## src/rtl/pipe_stage_reg_elastic.sv

```systemverilog
// Elastic DEPTH-stage pipeline register with valid/ready handshake, bubble collapse,
// control flush and occupancy count. Optional stall counter under `PIPE_STALL_STATS_EN`.
module pipe_stage_reg_elastic #(
  parameter int DATA_W = 64,
  parameter int CTRL_W = 9,
  parameter int DEPTH  = 2,
  parameter int CNT_W  = 3
) (
  input  logic              clk,
  input  logic              rst,
  input  logic              flush,
  input  logic              in_valid,
  output logic              in_ready,
  input  logic [CTRL_W-1:0] ctrl_in,
  input  logic [DATA_W-1:0] data_in,
  output logic              out_valid,
  input  logic              out_ready,
  output logic [CTRL_W-1:0] ctrl_out,
  output logic [DATA_W-1:0] data_out,
  output logic [CNT_W-1:0]  count
`ifdef PIPE_STALL_STATS_EN
  ,
  output logic [15:0]       stall_cycles
`endif
);

  logic [DEPTH-1:0]  r_v;
  logic [CTRL_W-1:0] r_ctrl [DEPTH];
  logic [DATA_W-1:0] r_data [DEPTH];
  logic [CNT_W-1:0]  r_count;

  logic [DEPTH-1:0]  w_adv;
  logic              w_accept;
  logic              w_consume;

  // Advance chain: a stage moves if it is empty or the stage ahead of it moves.
  always_comb begin
    logic l_adv;
    w_adv = '0;
    l_adv = out_ready;
    for (int i = DEPTH - 1; i >= 0; i--) begin
      l_adv    = ~r_v[i] | l_adv;
      w_adv[i] = l_adv;
    end
  end

  assign in_ready  = w_adv[0] & ~flush & ~rst;
  assign w_accept  = in_valid & in_ready;
  assign w_consume = r_v[DEPTH-1] & out_ready;

  // Stage registers; ctrl is stored zeroed for bubbles so ctrl_out never leaks enables.
  always_ff @(posedge clk) begin
    if (rst) begin
      r_v <= '0;
      for (int i = 0; i < DEPTH; i++) begin
        r_ctrl[i] <= '0;
        r_data[i] <= '0;
      end
    end else if (flush) begin
      r_v <= '0;
      for (int i = 0; i < DEPTH; i++) begin
        r_ctrl[i] <= '0;
      end
    end else begin
      if (w_adv[0]) begin
        r_v[0]    <= w_accept;
        r_ctrl[0] <= w_accept ? ctrl_in : {CTRL_W{1'b0}};
        r_data[0] <= data_in;
      end
      for (int i = 1; i < DEPTH; i++) begin
        if (w_adv[i]) begin
          r_v[i]    <= r_v[i-1];
          r_ctrl[i] <= r_ctrl[i-1];
          r_data[i] <= r_data[i-1];
        end
      end
    end
  end

  // Occupancy: accept and consume in the same cycle cancel out.
  always_ff @(posedge clk) begin
    if (rst || flush) begin
      r_count <= '0;
    end else begin
      case ({w_accept, w_consume})
        2'b10:   r_count <= r_count + CNT_W'(1);
        2'b01:   r_count <= r_count - CNT_W'(1);
        default: r_count <= r_count;
      endcase
    end
  end

  assign out_valid = r_v[DEPTH-1];
  assign ctrl_out  = r_ctrl[DEPTH-1];
  assign data_out  = r_data[DEPTH-1];
  assign count     = r_count;

`ifdef PIPE_STALL_STATS_EN
  logic [15:0] r_stall;

  // Saturating back-pressure counter; survives flush so it reflects the whole run.
  always_ff @(posedge clk) begin
    if (rst) begin
      r_stall <= 16'd0;
    end else if (r_v[DEPTH-1] && !out_ready && (r_stall != 16'hFFFF)) begin
      r_stall <= r_stall + 16'd1;
    end else begin
      r_stall <= r_stall;
    end
  end

  assign stall_cycles = r_stall;
`endif

endmodule
```

## config.mk

```make
export PLATFORM = sky130hd
export DESIGN_NAME = pipe_stage_reg_elastic
export DESIGN_NICKNAME = d
export VERILOG_FILES = /design/src/rtl/pipe_stage_reg_elastic.sv
export SDC_FILE = /design/constraint.sdc
export NUM_CORES = 1
export LEC_CHECK = 0
export ABC_AREA = 1
export CAP_MARGIN = 25
export CELL_PAD_IN_SITES_DETAIL_PLACEMENT = 1
export CELL_PAD_IN_SITES_GLOBAL_PLACEMENT = 1
export CORE_MARGIN = 4
export CORE_UTILIZATION = 40
export CTS_BUF_LIST = sky130_fd_sc_hd__clkbuf_4
export CTS_CLUSTER_SIZE = 10
export DETAILED_ROUTE_END_ITERATION = 6
export HOLD_SLACK_MARGIN = 0.15
export PLACE_DENSITY = 0.85
export SLEW_MARGIN = 20
export SYNTH_ARGS = -nofsm -noshare
export SYNTH_HDL_FRONTEND = slang
export SYNTH_SLANG_ARGS = --single-unit
```

## constraint.sdc

```tcl
create_clock -name clk -period 8.4 [get_ports clk]
set_input_delay 1.26 -clock clk [delete_from_list [all_inputs] [get_ports clk]]
set_output_delay 1.26 -clock clk [all_outputs]
set_load 0.02 [all_outputs]
```

# Word level (Yosys, flattened, before mapping)
# Memory sizes are Yosys's and may differ from the RTL's.
# Index checks and enable logic that the tools add are counted.
# op_classes
add_sub_neg,2
n_eq_ne,2
muxes,21
bitwise_logic,16
n_reduce_logical,3
# op_table
op,n
$mux 64,2
$mux 9,5
$mux 1,13
$or 1x1->1,8
$pmux 3 s2,1
$and 1x1->1,4
$not 1->1,4
$add 3x1->3 const B,1
$sub 3x1->3 const B,1
$eq 2x1->1 const B,1
$eq 2x2->1 const B,1
$reduce_bool 2->1,1
$reduce_or 2->1,1
$logic_or 1x1->1,1
# totals
ff_bits,5
ramBits,146
inputBits,78
output_inout_bits,78
word_cells,49
memories,2
# mem_list
name,depth,width,rd,rd_clocked_by_memory_dff,write_ports,line_no,text
r_data,2,64,2,0,2,29,logic [DATA_W-1:0] r_data [DEPTH];
r_ctrl,2,9,2,0,2,28,logic [CTRL_W-1:0] r_ctrl [DEPTH];

# Depth between registers and ports, before layout
# Gate-level depths: netlist (run 1).
# depth
depth_word,8
ltp_mapped,15
ltp_nobuf,15

# Worst setup path after synthesis (run 1)
# OpenSTA, ideal clock, no wires.
# synth_timing
path_kind,input to register
from,in out_ready
to,"mem r_data[0][0], enable pin"
setup_time_ns,0.394
t_arrival_ns,7.190
required_ns,8.006
path_slack_ns,0.816
cell_stages,3
n_path_buf,0
cell_sequence,nor2_2 o21ai_0 or2_2
# synth_rtl
element,line_no,text
from (decl),17,"input logic out_ready,"
to (decl),29,

# Final worst setup path (run 1)
# layout_timing
from,in out_ready
to,out in_ready
# layout_between
elab_chain_len,4
# layout_rtl
element,line_no,text
$or 1x1->1 (2 in a row),42,l_adv = ~r_v[i] | l_adv;
$and 1x1->1 (2 in a row),47,assign in_ready = w_adv[0] & ~flush & ~rst;
to (decl),13,"output logic in_ready,"
# No other way between the ends.

==> results.sh, run 1 <==
export IMPL_status="complete, no violations"
export IMPL_ir_drop_uv=83.4
export IMPL_cts_sinks=151
export IMPL_drive_gt1_share_pct=7.01
export IMPL_areaGrowthSynthToFinish_pct=22.0
export IMPL_grt_total_usage_pct=14.5
export IMPL_p_leak_nw=3.36
export IMPL_root_buffer="clkbuf_4"
export IMPL_fin_setup_tns_ps=0
export IMPL_grt_pass1_vias=4100
export IMPL_cts_buffer_depth=2
export IMPL_ant_nets=0
export IMPL_path_max_fanout=62
export IMPL_hpwl_um=9210
export IMPL_period_share_pct=54.5
export IMPL_layout_commonest_cell="inv_1"
export IMPL_via_per_inst=4.15
export IMPL_drc_errors=0
export IMPL_grt_first_pass_wirelength_um=20200
export IMPL_drt_iter0_markers=193
export IMPL_io_pins=156
export IMPL_wl_per_cell_um=14.4
export IMPL_syn_area_per_cell_um2=11.4
export IMPL_ys_warn_count=0
export IMPL_synthCells=570
export IMPL_grt_overflow=0
export IMPL_cp_arrival_ps=3320
export IMPL_gp_congestion=0.732
export IMPL_startpoint_type="input port"
export IMPL_syn_area_mm2=0.00651
export IMPL_yosysTopAreaCellShare_pct=67.3
export IMPL_vias=3675
export IMPL_fin_worst_skew_ps=22.4
export IMPL_nets=738
export IMPL_dieArea_mm2=0.0184
export IMPL_setup_slack_ps=3820
export IMPL_port_buffer_count=155
export IMPL_numCtsBuffers=17
export IMPL_maxCapViolCount=0
export IMPL_timing_slew_headroom_pct=39.1
export IMPL_fin_crit_ps=4580
export IMPL_hold_viol_final=0
export IMPL_ctsResizeCount=0
export IMPL_powerDensity_mw_per_mm2=193
export IMPL_clkLatencyLatePin_ps=540
export IMPL_cts_tree="done"
export IMPL_antenna_found_initial=1
export IMPL_routed_wl_um=12800
export IMPL_std_cell_rows=46
export IMPL_clk_pin_slew_ps=140
export IMPL_start_util_pct=40.9
export IMPL_die_width_um=136
export IMPL_critPathRequiredTime_ps=7140
export IMPL_cp_end_kind="output pin"
export IMPL_h_tree_depth=4
export IMPL_dp_slack_ps=3780
export IMPL_yosysSeqAreaShare_pct=68.8
export IMPL_postCtsHoldBufs=0
export IMPL_diodes=0
export IMPL_setup_viol=0
export IMPL_netlist_top_cells_area="edfxtp_1 (67%), inv_1 (9.0%), buf_4 (8.4%)"
export IMPL_core_mm2=0.0159
export IMPL_yosys_area_top_type="edfxtp_1"
export IMPL_worst_pin_slew_ps=914
export IMPL_syn_nets=650
export IMPL_rsz0062_at_grt="false"
export IMPL_final_cell_mix="inv_1 (157), clkdlybuf4s50_1 (155), edfxtp_1 (146), nor2_1 (138), clkbuf_4 (18)"
export IMPL_fin_area_mm2=0.00795
export IMPL_postCtsSetupRepairBufs=0
export IMPL_ys_types=18
export IMPL_grt_start_max_net_pins=79
export IMPL_utilization_pct=49.9
export IMPL_placed_cell_area_mm2=0.00766
export IMPL_dr_pass1_iters=5
export IMPL_crit_type="in -> out"
export IMPL_hold_path_class="reg -> reg"
export IMPL_fp_dieH_um=136
export IMPL_max_freq_ghz=0.218
export IMPL_yosys_register_bits=151
export IMPL_drv_slew=0
## kinds of logic (layout without fill, tap and decap cells)
group / after synthesis / in the layout / share of synthesized area [%]
flip-flops: 151 / 151 / 68.8
AND/OR/NAND/NOR: 167 / 167 / 10.3
AO/OA/AOI/OAI: 5 / 5 / 0.384
buffers and inverters: 245 / 345 / 20.0
adder cells (fa/ha/maj): 2 / 2 / 0.499
## power by group
group	leakage, nW	internal (mW)	switching [mW]
Clock	0.149	0.207	0.255
Sequential	1.68	0.880	0.0167
Combinational	1.53	0.0840	0.0947
## routing by layer
| layer | up-vias | global-route usage, % | part of all wire [%] |
|---|---|---|---|
| met5 | - | 0 | 0.063 |
| met4 | 2 | 4.37 | 0.94 |
| met3 | 13 | 5.50 | 6.8 |
| met2 | 114 | 26.1 | 53 |
| met1 | 1733 | 15.8 | 39 |
| li1 | 1813 | - | - |
## path summary, 6_finish.rpt
path | start | to | slack (ps) | cells after the start
max | out_ready | in_ready | 3820 | 6
min reg2reg | r_v[0] | r_v[1] | 500 | 2
min | r_v[0] | r_v[1] | 500 | 2
max reg2reg | r_v[1] | r_ctrl[0][7] | 5640 | 6
## flip-flops by register name (all words and copies together) (netlist names)
signal  count
r_v         2
r_ctrl     18
count       3
r_data    128
## cell usage after synthesis
| cell | instances |
|---|---|
| edfxtp_1 | 146 |
| buf_6 | 14 |
| buf_4 | 73 |
| nand2_2 | 2 |
| nor2_1 | 138 |
| inv_1 | 157 |
| buf_2 | 1 |
| nor2_4 | 1 |
| nor2_2 | 11 |
| nand3_1 | 1 |
| a21oi_1 | 2 |
| fa_1 | 1 |
| nand4_1 | 1 |
| or2_2 | 1 |
| nand2_1 | 12 |
| o21ai_0 | 3 |
| dfxtp_1 | 5 |
| ha_1 | 1 |
## worst max-delay path, cell delays in order
cell and delay [ps]:
clkdlybuf4s50_1 440, nor2_2 210, nand2_1 120, nand2_4 500
inv_1 180, clkdlybuf4s50_1 600
## layout make-up
type / instances / area (um^2)
clock inverters: 13 / 156
multi-input cells: 174 / 749
well taps: 216 / 270
fillers: 1724 / 7990
flip-flops and latches: 151 / 4480
repair buffers: 157 / 1570
inverters: 157 / 589
clock buffers: 18 / 135
## through the flow
| step | power, mW | hold slack (ps) | cells |
|---|---|---|---|
| 3_3_place_gp | 1.09 | 473 | 855 |
| 2_1_floorplan | 1.03 | 443 | 570 |
| 6_report | 1.54 | 504 | 886 |
| 4_1_cts | 1.56 | 509 | 886 |
| 3_5_place_dp | 1.10 | 480 | 855 |
| 5_1_grt | 1.61 | 535 | 886 |
No activity file was read; power rests on OpenSTA's default activity.
==> inputs of run 2 (changes only) <==
==> constraint.sdc (replaced) <==
create_clock -name clk -period 4.55 [get_ports clk]
set_input_delay 0.6825 -clock clk [delete_from_list [all_inputs] [get_ports clk]]
set_output_delay 0.6825 -clock clk [all_outputs]
set_load 0.02 [all_outputs]
==> run 2 against run 1 <==
Against the previous run: sequential cell count unchanged; final area up 0.93%; sequential share of layout area down 0.52 points; total power up 93%; first-iteration DRC count down 13%; largest cell class unchanged.
==> results.sh, run 2 (synthesized netlist as in run 1, its figures left out) <==
export IMPL_max_freq_ghz=0.310
export IMPL_cts_buffer_depth=2
export IMPL_status="complete, no violations"
export IMPL_cts_tree="done"
export IMPL_final_cell_mix="inv_1 (157), clkdlybuf4s50_1 (155), edfxtp_1 (146), nor2_1 (138), clkbuf_4 (19)"
export IMPL_use_met2_pct=24.3
export IMPL_routed_wl_um=13000
export IMPL_drc_errors=0
export IMPL_utilization_pct=50.3
export IMPL_h_tree_depth=4
export IMPL_nets=739
export IMPL_clk_pin_slew_ps=120
export IMPL_ir_drop_uv=196
export IMPL_largest_reg_flops=128
export IMPL_drt_iter0_markers=167
export IMPL_grt_first_pass_wirelength_um=20200
export IMPL_dr_pass1_iters=4
export IMPL_via_per_inst=4.19
export IMPL_setup_viol=0
export IMPL_power_switching_mw=0.678
export IMPL_diodes=0
export IMPL_gp_congestion=0.744
export IMPL_top_register="r_data"
export IMPL_fin_worst_skew_ps=16.3
export IMPL_grt_total_usage_pct=14.4
export IMPL_timing_slew_headroom_pct=37.7
export IMPL_pwr_share_comb_pct=11.2
export IMPL_grt_util_met3_pct=5.39
export IMPL_fin_setup_tns_ps=0
export IMPL_std_cell_rows=46
export IMPL_power_frac_seq_pct=55.9
export IMPL_p_int_mw=2.28
export IMPL_slowest_stage="clkdlybuf4s50_1"
export IMPL_postCtsSetupRepairBufs=0
export IMPL_maxCapViolCount=0
export IMPL_crit_type="in -> out"
export IMPL_drive_gt1_share_pct=7.44
export IMPL_ctsResizeCount=0
export IMPL_grt_pass1_vias=4042
export IMPL_hpwl_um=9160
export IMPL_grt_start_max_net_pins=101
export IMPL_powerDensity_mw_per_mm2=369
export IMPL_finalPower_mw=2.96
export IMPL_p_leak_nw=3.39
export IMPL_fin_crit_ps=3230
export IMPL_rsz0062_at_grt="false"
export IMPL_met1_usage_pct=16.8
export IMPL_startpoint_type="input port"
export IMPL_core_mm2=0.0159
export IMPL_cp_end_kind="output pin"
export IMPL_areaGrowthSynthToFinish_pct=23.2
export IMPL_vias=3725
export IMPL_cp_arrival_ps=2550
export IMPL_layout_commonest_cell="inv_1"
export IMPL_ff2ff_setup_slack_ps=1890
export IMPL_io_pins=156
export IMPL_critPathBufInv=3
export IMPL_ant_nets=0
export IMPL_numCtsBuffers=17
export IMPL_postCtsHoldBufs=0
export IMPL_top_usage_layer="met2"
export IMPL_critPathRequiredTime_ps=3870
export IMPL_die_width_um=136
export IMPL_hold_viol_final=0
export IMPL_period_share_pct=71.0
export IMPL_antenna_found_initial=1
export IMPL_clkLatencyLatePin_ps=510
export IMPL_cp_common_cell="clkdlybuf4s50_1"
export IMPL_switching_share_pct=22.9
export IMPL_port_buffer_count=155
export IMPL_path_cells="clkdlybuf4s50_1 -> nor2_4 -> nand2_4 -> inv_1 -> clkdlybuf4s50_1"
export IMPL_cts_sinks=151
export IMPL_critical_path_top_delay_family="buffers and inverters"
export IMPL_fp_dieH_um=136
export IMPL_fillers=1717
export IMPL_drv_slew=0
export IMPL_worst_pin_slew_ps=935
export IMPL_wl_per_cell_um=14.6
export IMPL_fin_area_mm2=0.00803
export IMPL_root_buffer="clkbuf_4"
export IMPL_pwr_share_clk_pct=32.8
export IMPL_path_max_fanout=40
export IMPL_placed_cell_area_mm2=0.00766
export IMPL_start_util_pct=40.9
export IMPL_slowest_delay_ps=620
export IMPL_hold_path_class="reg -> reg"
export IMPL_dieArea_mm2=0.0184
export IMPL_grt_overflow=0
[run 2: changes by cell type in the layout (fill, tap and decap cells not counted), sizes merged]
cell / before / now
clkinvlp: 3 / 4
clkbuf: 18 / 19
bufinv: 3 / 5
buf: 2 / 3
clkinv: 6 / 3
[run 2: worst paths after layout]
path	start	cells after the start	end
worst max-delay path	flush	5	in_ready
worst min-delay path	r_v[0]	2	r_v[1]
worst max register to register	r_v[1]	14	count[2]
worst min register to register	r_v[0]	2	r_v[1]
[run 2: worst reg2reg max path: cells and delay by family, from the launching register on]
kind          cells  cell delay, ps
simple gates      8            1280
fa+ha+maj         2             620
flops             1             380
buf+inv           4             310
[run 2: routing by layer]
layer	wire length (um)	share of wire, %
met1	5370	41
met2	6580	51
met3	733	5.7
met4	257	2.0
met5	12	0.093
[run 2: power by group through the flow]
stage	logic (mW)	clock network, mW	registers, mW
finish	0.333	0.972	1.66
global route	0.359	1.07	1.67
CTS	0.338	1.01	1.66
detailed placement	0.336	0	1.69
global placement	0.322	0	1.68
floorplan	0.217	0	1.68
[run 2: final cells by class]
cell class	instances	area [um^2]	area share, %
repair buffers	158	1590	19.8
inverters	157	589	7.34
flip-flops and latches	151	4480	55.9
clock buffers	19	143	1.78
well taps	216	270	3.37
multi-input cells	174	749	9.34
clock inverters	13	203	2.53
[run 2: through the flow]
step	cells	setup WS, ps	hold WS (ps)
finish	888	1320	513
global route	888	1170	550
CTS	887	1290	517
floorplan	570	661	443
global placement	855	1380	471
detailed placement	855	1150	493
==> inputs of run 3 (changes only) <==
--- a/config.mk
+++ b/config.mk
@@ -10,12 +10,12 @@
 export CELL_PAD_IN_SITES_DETAIL_PLACEMENT = 1
 export CELL_PAD_IN_SITES_GLOBAL_PLACEMENT = 1
 export CORE_MARGIN = 4
-export CORE_UTILIZATION = 40
+export CORE_UTILIZATION = 36
 export CTS_BUF_LIST = sky130_fd_sc_hd__clkbuf_4
 export CTS_CLUSTER_SIZE = 10
 export DETAILED_ROUTE_END_ITERATION = 6
 export HOLD_SLACK_MARGIN = 0.15
-export PLACE_DENSITY = 0.85
+export PLACE_DENSITY = 0.81
 export SLEW_MARGIN = 20
 export SYNTH_ARGS = -nofsm -noshare
 export SYNTH_HDL_FRONTEND = slang
==> constraint.sdc (replaced) <==
create_clock -name clk -period 2.64 [get_ports clk]
set_input_delay 0.396 -clock clk [delete_from_list [all_inputs] [get_ports clk]]
set_output_delay 0.396 -clock clk [all_outputs]
set_load 0.02 [all_outputs]
==> run 3 against run 2 <==
Against the previous run: count of clock-buffer cells in the layout shrank 1; critical path depth is the same; critical endpoint unchanged; die area grew 10%; first-iteration DRC count shrank 6.6%; via count grew 0.24%.
==> results.sh, run 3 (synthesized netlist as in run 1, its figures left out) <==
export IMPL_status="complete, no violations"
export IMPL_numCtsBuffers=17
export IMPL_gp_congestion=0.797
export IMPL_setup_viol=0
export IMPL_cp_arrival_ps=1970
export IMPL_seq_area_mm2=0.00449
export IMPL_vias=3734
export IMPL_cts_buffer_depth=2
export IMPL_cts_tree="done"
export IMPL_postCtsSetupRepairBufs=0
export IMPL_rsz0062_at_grt="false"
export IMPL_dieArea_mm2=0.0203
export IMPL_start_util_pct=37.2
export IMPL_hold_slack_ps=464
export IMPL_placed_cell_area_mm2=0.00774
export IMPL_port_buffer_count=155
export IMPL_ir_drop_uv=224
export IMPL_drt_iter0_markers=156
export IMPL_fillers=1847
export IMPL_wl_per_cell_um=13.9
export IMPL_largest_reg_flops=128
export IMPL_clk_pin_slew_ps=130
export IMPL_fin_area_mm2=0.00806
export IMPL_drc_errors=0
export IMPL_period_share_pct=89.7
export IMPL_path_max_fanout=8
export IMPL_startpoint_type="input port"
export IMPL_multiInputGateArea_um2=749
export IMPL_grt_overflow=0
export IMPL_drive_gt1_share_pct=7.86
export IMPL_grt_total_usage_pct=12.6
export IMPL_final_cell_mix="inv_1 (156), clkdlybuf4s50_1 (155), edfxtp_1 (146), nor2_1 (138), clkbuf_4 (18)"
export IMPL_hold_viol_final=0
export IMPL_fin_worst_skew_ps=19.6
export IMPL_powerDensity_mw_per_mm2=619
export IMPL_hold_path_class="reg -> reg"
export IMPL_timing_slew_headroom_pct=68.8
export IMPL_nets=742
export IMPL_worst_pin_slew_ps=468
export IMPL_std_cell_rows=48
export IMPL_grt_pass1_vias=4041
export IMPL_maxCapViolCount=0
export IMPL_postCtsHoldBufs=0
export IMPL_fin_setup_tns_ps=0
export IMPL_die_width_um=143
export IMPL_critPathRequiredTime_ps=2240
export IMPL_areaGrowthSynthToFinish_pct=23.7
export IMPL_core_mm2=0.0175
export IMPL_grt_start_max_net_pins=104
export IMPL_top_register="r_data"
export IMPL_fp_dieH_um=143
export IMPL_h_tree_depth=4
export IMPL_dr_pass1_iters=4
export IMPL_max_freq_ghz=0.422
export IMPL_antenna_found_initial=1
export IMPL_grt_first_pass_wirelength_um=19900
export IMPL_hpwl_um=9140
export IMPL_diodes=0
export IMPL_root_buffer="clkbuf_4"
export IMPL_ant_nets=0
export IMPL_drv_slew=0
export IMPL_crit_type="in -> out"
export IMPL_utilization_pct=45.9
export IMPL_ctsResizeCount=0
export IMPL_cts_sinks=151
export IMPL_p_leak_nw=3.41
export IMPL_routed_wl_um=12500
export IMPL_io_pins=156
export IMPL_layout_commonest_cell="inv_1"
export IMPL_via_per_inst=4.15
export IMPL_fin_crit_ps=2370
export IMPL_cp_end_kind="output pin"
export IMPL_clkLatencyLatePin_ps=510
==> run 3: metrics by stage <==
stage,total power [mW],cells,worst slack (ps)
floorplan,3.26,570,-22.7
global placement,3.47,868,288
detailed placement,3.50,868,112
CTS,5.06,899,218
global route,5.22,899,125
finish,4.98,899,273
==> run 3: area by class of cell <==
| cell class | count | share of cell area, % |
|---|---|---|
| clock inverters | 13 | 2.22 |
| flip-flops and latches | 151 | 55.7 |
| repair buffers | 161 | 20.3 |
| well taps | 225 | 3.49 |
| multi-input cells | 174 | 9.30 |
| inverters | 157 | 7.31 |
| clock buffers | 18 | 1.68 |
==> run 3: path summary, 6_finish.rpt <==
path	depth (start not counted)	start	slack [ps]	endpoint
setup / recovery	5	flush	270	in_ready
hold / removal	2	r_v[0]	460	r_v[1]
setup reg to reg	7	r_v[1]	590	r_data[0][30]
hold reg to reg	2	r_v[0]	460	r_v[1]
==> run 3: report_power, final <==
part | internal [mW] | leakage (nW) | switching [mW] | total [mW]
logic | 0.278 | 1.56 | 0.305 | 0.583
registers | 2.80 | 1.68 | 0.0476 | 2.84
clock network | 0.755 | 0.164 | 0.801 | 1.56
==> run 3: per-layer routing <==
metal | part of all wire, % | global-route usage [%]
met5 | 0.10 | 0
met4 | 1.3 | 3.90
met3 | 7.3 | 4.81
met2 | 52 | 22.6
met1 | 39 | 13.9
==> run 3: worst max-delay path: stages <==
cell and delay [ps]:
clkdlybuf4s50_1 530, nor2_4 260, nand2_4 90, inv_1 90, clkdlybuf4s50_1 610
